==> src/rtl/vga_pkg.sv <==
// ----------------------------------------------------------------------------
// vga_pkg
// Shared types and constants for the VGA frame-buffer arbiter.
//   state_e     : arbiter FSM states (IDLE / READ / WRITE)
//   H_PIX_DEF   : default pixels per line
//   V_PIX_DEF   : default lines per frame
//   FB_DEPTH    : default frame-buffer depth in pixels
//   PIX_W       : RGB888 pixel width
//   ADDR_W      : linear pixel address width
//   Y_W / X_W   : line index / pixel index widths
//   line_base() : first linear address of a line
// ----------------------------------------------------------------------------
package vga_pkg;

    typedef enum logic [1:0] {
        ST_IDLE  = 2'd0,
        ST_READ  = 2'd1,
        ST_WRITE = 2'd2
    } state_e;

    localparam int H_PIX_DEF = 640;
    localparam int V_PIX_DEF = 480;
    localparam int FB_DEPTH  = H_PIX_DEF * V_PIX_DEF;
    localparam int PIX_W     = 24;
    localparam int ADDR_W    = 19;
    localparam int Y_W       = 10;
    localparam int X_W       = 10;

    // The frame never exceeds 2^19 pixels, so a 19-bit product cannot wrap.
    function automatic logic [ADDR_W-1:0] line_base(input logic [Y_W-1:0] y,
                                                    input int unsigned    h);
        return ADDR_W'(y) * ADDR_W'(h);
    endfunction

endpackage

==> src/rtl/vga_fb_addr_gen.sv <==
// ----------------------------------------------------------------------------
// vga_fb_addr_gen
// Read-burst address generator: latches the line base (y * H_PIX) at burst
// start, then steps the x counter once per read issue.
// Ports:
//   clk      : clock, rising edge
//   rst_ni   : asynchronous active-low reset
//   start_i  : load base for line y_i, clear x
//   y_i      : line index sampled with start_i
//   adv_i    : advance x by one
//   addr_o   : current linear read address (base + x)
//   x_o      : current x index
//   last_o   : x is the final pixel of the line
// ----------------------------------------------------------------------------
module vga_fb_addr_gen
    import vga_pkg::*;
#(
    parameter int H_PIX = H_PIX_DEF
) (
    input  logic              clk,
    input  logic              rst_ni,
    input  logic              start_i,
    input  logic [Y_W-1:0]    y_i,
    input  logic              adv_i,
    output logic [ADDR_W-1:0] addr_o,
    output logic [X_W-1:0]    x_o,
    output logic              last_o
);

    logic [ADDR_W-1:0] base_q, base_d;
    logic [X_W-1:0]    x_q,    x_d;

    always_comb begin
        base_d = base_q;
        x_d    = x_q;
        if (start_i) begin
            base_d = line_base(y_i, H_PIX);
            x_d    = '0;
        end else if (adv_i) begin
            x_d = x_q + 1'b1;
        end
    end

    always_ff @(posedge clk or negedge rst_ni) begin
        if (!rst_ni) begin
            base_q <= '0;
            x_q    <= '0;
        end else begin
            base_q <= base_d;
            x_q    <= x_d;
        end
    end

    assign addr_o = base_q + ADDR_W'(x_q);
    assign x_o    = x_q;
    assign last_o = (x_q == X_W'(H_PIX - 1));

endmodule

==> src/rtl/vga_fb_arbiter.sv <==
// ----------------------------------------------------------------------------
// vga_fb_arbiter
// Arbitrates a single frame-buffer port between line prefetch bursts (display
// side) and single-pixel writes (render side). Reads win over writes.
//
// Configuration macro: FB_WR_INTERLEAVE_EN
//   undefined : writes are served only from IDLE; a burst is H_PIX
//               back-to-back read issues.
//   defined   : a pending write steals one cycle of a burst after every
//               WR_GAP consecutive read issues.
//
// Ports:
//   clk        : clock, rising edge
//   rst        : asynchronous active-low reset
//   line_req   : one-cycle request to prefetch line line_y
//   line_y     : line index sampled with line_req
//   line_busy  : a line read is pending or in progress
//   rd_valid   : rd_data / rd_idx valid
//   rd_data    : pixel read from the frame buffer
//   rd_idx     : x index of rd_data
//   wr_req     : write request level, held until wr_ack
//   wr_addr    : linear pixel address of the write
//   wr_data    : pixel to write
//   wr_ack     : one-cycle write acceptance
//   mem_en     : frame-buffer port enable
//   mem_we     : frame-buffer write strobe
//   mem_addr   : frame-buffer address
//   mem_wdata  : frame-buffer write data
//   mem_rdata  : frame-buffer read data, one cycle after a read issue
//   err        : sticky error (bad line, dropped request, bad write address)
// ----------------------------------------------------------------------------
module vga_fb_arbiter
    import vga_pkg::*;
#(
    parameter int H_PIX  = H_PIX_DEF,
    parameter int V_PIX  = V_PIX_DEF,
    parameter int WR_GAP = 8
) (
    input  logic              clk,
    input  logic              rst,
    input  logic              line_req,
    input  logic [Y_W-1:0]    line_y,
    output logic              line_busy,
    output logic              rd_valid,
    output logic [PIX_W-1:0]  rd_data,
    output logic [X_W-1:0]    rd_idx,
    input  logic              wr_req,
    input  logic [ADDR_W-1:0] wr_addr,
    input  logic [PIX_W-1:0]  wr_data,
    output logic              wr_ack,
    output logic              mem_en,
    output logic              mem_we,
    output logic [ADDR_W-1:0] mem_addr,
    output logic [PIX_W-1:0]  mem_wdata,
    input  logic [PIX_W-1:0]  mem_rdata,
    output logic              err
);

    // One extra bit on the limits so V_PIX = 2^Y_W and a full 2^19 frame
    // still compare correctly.
    localparam int YL_W = Y_W + 1;
    localparam int AL_W = ADDR_W + 1;
    localparam logic [YL_W-1:0] V_LIM  = YL_W'(V_PIX);
    localparam logic [AL_W-1:0] FB_LIM = AL_W'(H_PIX * V_PIX);

    state_e            state_q, state_d;
    logic              pending_q, pending_d;
    logic [Y_W-1:0]    pend_y_q, pend_y_d;
    logic              err_q, err_d;
    logic              rd_valid_q, rd_valid_d;
    logic [X_W-1:0]    rd_idx_q, rd_idx_d;

    logic              line_in_range;
    logic              line_ok;
    logic              wr_addr_ok;
    logic              start;
    logic              stall;
    logic              issue;
    logic              write_slot;
    logic              write_go;

    logic [ADDR_W-1:0] rd_addr;
    logic [X_W-1:0]    rd_x;
    logic              rd_last;

    assign line_in_range = ({1'b0, line_y} < V_LIM);
    assign line_ok       = line_req && line_in_range;
    assign wr_addr_ok    = ({1'b0, wr_addr} < FB_LIM);

    // Burst starts on the IDLE->READ transition; the pending slot is freed
    // at the same edge so the next line can queue behind this burst.
    assign start      = (state_q == ST_IDLE) && pending_q;
    assign issue      = (state_q == ST_READ) && !stall;
    assign write_slot = (state_q == ST_WRITE) || stall;
    assign write_go   = write_slot && wr_addr_ok;

    vga_fb_addr_gen #(
        .H_PIX (H_PIX)
    ) u_addr_gen (
        .clk     (clk),
        .rst_ni  (rst),
        .start_i (start),
        .y_i     (pend_y_q),
        .adv_i   (issue && !rd_last),
        .addr_o  (rd_addr),
        .x_o     (rd_x),
        .last_o  (rd_last)
    );

`ifdef FB_WR_INTERLEAVE_EN
    localparam int RUN_W = $clog2(WR_GAP + 1);
    localparam logic [RUN_W-1:0] GAP = RUN_W'(WR_GAP);

    // Consecutive read issues since burst start or the last stolen slot.
    // Saturates so a write that turns up late is served on the next cycle.
    logic [RUN_W-1:0] run_q, run_d;

    assign stall = (state_q == ST_READ) && wr_req && (run_q >= GAP);

    always_comb begin
        run_d = run_q;
        if (start || stall) begin
            run_d = '0;
        end else if (issue && (run_q < GAP)) begin
            run_d = run_q + 1'b1;
        end
    end

    always_ff @(posedge clk or negedge rst) begin
        if (!rst) begin
            run_q <= '0;
        end else begin
            run_q <= run_d;
        end
    end
`else
    // No write slots inside a burst. A negative gap is meaningless, so this
    // is constant 0 for every legal WR_GAP.
    assign stall = (WR_GAP < 0);
`endif

    // Next-state and bookkeeping
    always_comb begin
        state_d    = state_q;
        pending_d  = pending_q;
        pend_y_d   = pend_y_q;
        err_d      = err_q;
        rd_valid_d = issue;
        rd_idx_d   = issue ? rd_x : rd_idx_q;

        case (state_q)
            ST_IDLE: begin
                // A request arriving this cycle still beats a waiting write:
                // hold off the write so the read goes first next cycle.
                if (pending_q) begin
                    state_d = ST_READ;
                end else if (wr_req && !line_ok) begin
                    state_d = ST_WRITE;
                end
            end
            ST_READ: begin
                if (issue && rd_last) begin
                    state_d = ST_IDLE;
                end
            end
            ST_WRITE: begin
                state_d = ST_IDLE;
            end
            default: begin
                state_d = ST_IDLE;
            end
        endcase

        if (start) begin
            pending_d = 1'b0;
        end
        if (line_ok && !pending_q) begin
            pending_d = 1'b1;
            pend_y_d  = line_y;
        end

        if (line_req && !line_in_range) err_d = 1'b1;
        if (line_ok && pending_q)        err_d = 1'b1;
        if (write_slot && !wr_addr_ok)   err_d = 1'b1;
    end

    always_ff @(posedge clk or negedge rst) begin
        if (!rst) begin
            state_q    <= ST_IDLE;
            pending_q  <= 1'b0;
            pend_y_q   <= '0;
            err_q      <= 1'b0;
            rd_valid_q <= 1'b0;
            rd_idx_q   <= '0;
        end else begin
            state_q    <= state_d;
            pending_q  <= pending_d;
            pend_y_q   <= pend_y_d;
            err_q      <= err_d;
            rd_valid_q <= rd_valid_d;
            rd_idx_q   <= rd_idx_d;
        end
    end

    // Outputs are decoded from registered state so reset drives them all
    // low immediately. rd_data is gated so it is 0 whenever not valid.
    assign line_busy = pending_q || (state_q == ST_READ);
    assign rd_valid  = rd_valid_q;
    assign rd_idx    = rd_idx_q;
    assign rd_data   = rd_valid_q ? mem_rdata : '0;
    assign wr_ack    = write_slot;
    assign mem_en    = issue || write_go;
    assign mem_we    = write_go;
    assign mem_addr  = issue ? rd_addr : (write_go ? wr_addr : '0);
    assign mem_wdata = write_go ? wr_data : '0;
    assign err       = err_q;

endmodule

==> config.mk <==
export PLATFORM = sky130hd
export DESIGN_NAME = vga_fb_arbiter
export DESIGN_NICKNAME = d
export VERILOG_FILES = /design/src/rtl/vga_pkg.sv /design/src/rtl/vga_fb_addr_gen.sv /design/src/rtl/vga_fb_arbiter.sv
export SDC_FILE = /design/constraint.sdc
export NUM_CORES = 1
export LEC_CHECK = 0
export BUFFER_PORTS_ARGS = -buffer_cell sky130_fd_sc_hd__buf_4
export CORE_MARGIN = 1.5
export CORE_UTILIZATION = 46
export DETAILED_ROUTE_END_ITERATION = 8
export PLACE_DENSITY = 0.85
export SLEW_MARGIN = 5
export SYNTH_ARGS = -nofsm -noshare
export SYNTH_HDL_FRONTEND = slang
export SYNTH_HIERARCHICAL = 1
export SYNTH_SLANG_ARGS = --single-unit
==> constraint.sdc <==
create_clock -name clk -period 2.7 [get_ports clk]
set_clock_uncertainty 0.05 [all_clocks]
set_input_delay 0.135 -clock clk [delete_from_list [all_inputs] [get_ports clk]]
set_output_delay 0.135 -clock clk [all_outputs]
set_load 0.02 [all_outputs]
==> results.ini <==
[power_and_ir_drop]
powerDensity_mw_per_mm2=957
ir_drop_uv=803
leakagePower_uw=0.00233
p_total_uw=4360

[timing]
finalCriticalPeriod_ns=2.54
finalSetupViolCount=0
fmax_mhz=394
worst_slew_pin_slew_ns=0.583
tns_ns=0
period_share_pct=93.9
slew_headroom_pct=60.6
rsz0062_at_grt=false
hold_violations=0
slew_violations=0

[placement]
gp_congestion=0.858
portBuffers=163
dp.cells=539
place_area_mm2=0.00443
dp_hpwl_um=6760

[finish]
fin_area_mm2=0.00455
fin_nets=572
most-common-layout-cells=buf_4, and2_1, dfrtp_1, mux2_2, ha_1
num_antenna_cells=0
layout_commonest_cell=buf_4
syn_to_final_growth_pct=42.3
final_cells=550
drive_gt1_share_pct=47.4

[yosys]
yosysTopAreaCellShare_pct=36.7
synthCells=312
ys_top_cells_by_area=dfrtp_1, and2_1, mux2_2, ha_1, a22o_2
yosysTopAreaCell=dfrtp_1
synth_nets=415
synthArstFlopShare_pct=100
synth-seq-cells=47
synth_cell_types=48
syn_area_mm2=0.00320
avgSynthCellArea_um2=10.3
ys_seq_area_share_pct=36.7
synth_edf_count=0
synth_ff_type=dfrtp_1
ys.warnings.count=6

[worst_setup_path]
slowest_stage=dfrtp_1
critPathMaxFanout=6
cp-startpoint=u_addr_gen/x_o[7]$_DFFE_PN0P_
path_buf_inv=1
worstPathCellList=ha_1 > fa_1 > a21oi_1 > nor3b_1 > xor2_1 > a22o_1 > buf_4
crit_type=reg2out
worstPathRequired_ns=2.52
timing.rr.start=pend_y_q[1]$_DFFE_PN0P_
critPathArrivalTime_ns=2.35
setup.worst_path.end_class=output pin
crit_family=adder cells
startpoint_type=flip-flop
worst_path_largest_cell_delay_ns=0.46

[die]
die_y_um=86.4
die_area_mm2=0.00747
die_x_um=86.4
io_pins=164
core_area_mm2=0.00676
rows=30
initial_utilization_pct=47.4

[cts]
cts_root_buffer=clkbuf_8
htreeDepth=2
cts_buffer_depth=2
numCtsBuffers=5
cts_tree=built
clkTransAtPathRegs_ns=0.09
cts_num_sinks=47
worst_skew_pair.late_latency_ns=0.31

[flow_run]
maxCapViolCount=0

[global_routing]
grt_usage_pct=22.1
overflow=0
grt_pass1_vias=2872
antenna_found_initial=0
grt_max_degree=48
grt_pass1_wl_um=13100

[detailed_routing]
totalWireLength_um=8500
post_drt_wl_per_cell_um=15.4
via_count=2955
vias_per_cell=5.37
detail-route-antenna-nets=0
drcViolationCount=0
dr.pass1.iters=4
drtIter0Drc=75

[hold_path]
hold_class=in2reg
hp-start=wr_req

[outcome]
status=completed

-- Yosys cell counts, drive strengths merged, types with 9 or more instances --
cell type / n
nand2: 12
xor2: 12
ha: 20
a21oi: 13
mux2: 26
nor2: 17
a22o: 18
dfrtp: 47
and2: 50
buf: 16
xnor2: 9
-- repair_timing --
item / in CTS / in global routing
hold buffers: 2 / 1
hold endpoints to repair: 48 / 1
resized for setup: 0 / 0
setup buffers: 0 / 0
-- per-layer routing --
metal	GRT usage (%)	wire, um	share of wire, %	vias up
li1	-	-	-	1414
met1	25.5	3280	39	1386
met2	37.9	4240	50	126
met3	4.57	612	7.2	29
met4	12.9	367	4.3	0
met5	0	0	0	-
-- worst register-to-register path, cell delays in order, from the launching register on --
cell and delay [ns]:
dfrtp_1 0.41, ha_1 0.30, ha_1 0.23, fa_1 0.42, a21o_1 0.22, a311oi_2 0.29, nor4b_1 0.09, o32a_1 0.34
-- kinds of logic after synthesis --
logic type,count (synthesis),synth area share [%]
AND/OR/NAND/NOR,113,20.1
multiplexers,27,9.46
adder cells (fa/ha/maj),22,9.07
buffers and inverters,24,4.73
flip-flops,47,36.7
AO/OA/AOI/OAI,58,14.2
XOR/XNOR,21,5.75
-- worst paths after layout --
path	to	slack, ns	depth (start not counted)
min in group asynchronous	rd_idx[2]$_DFFE_PN0P_	0.34	2
max in group asynchronous	u_addr_gen/base_q[18]$_DFFE_PN0P_	1.85	2
worst max-delay path	mem_addr[13]	0.16	7
worst max register to register	u_addr_gen/base_q[18]$_DFFE_PN0P_	0.22	7
worst min-delay path	state_q[1]$_DFFE_PN0P_	0.01	2
worst min register to register	err$_DFFE_PN0P_	0.45	1
-- area by class of cell --
cell class              instances  area [um^2]
fillers                       538         2200
multi-input cells             241         1880
repair buffers                170         1280
flip-flops and latches         47         1180
well taps                      80          100
clock buffers                   6         82.6
clock inverters                 2         16.3
inverters                       4         15.0
-- metrics by stage --
step	hold slack [ns]	setup WS [ns]	util (%)
4_1_cts	0.000321	0.174	67.3
2_1_floorplan	-0.211	0.374	-
3_3_place_gp	0.127	0.312	65.5
3_5_place_dp	0.127	0.237	65.5
5_1_grt	0.00937	0.0594	67.4
6_report	0.0102	0.163	67.4
-- state kept, by name, indices dropped and copies added, names as in the netlist --
register / cells
rd_valid: 1
pending_q: 1
pend_y_q: 10
u_addr_gen/x_o: 10
u_addr_gen/base_q: 12
rd_idx: 10
state_q: 2
err: 1
-- where the power goes --
part / total [uW] / leakage [uW] / switching [uW] / internal (uW)
clock: 460 / 0.0000474 / 251 / 209
sequential: 1220 / 0.000584 / 267 / 954
combinational: 2680 / 0.00170 / 1390 / 1290
total: 4360 / 0.00233 / 1910 / 2450
Note: power is estimated with default switching activity, not from simulation.
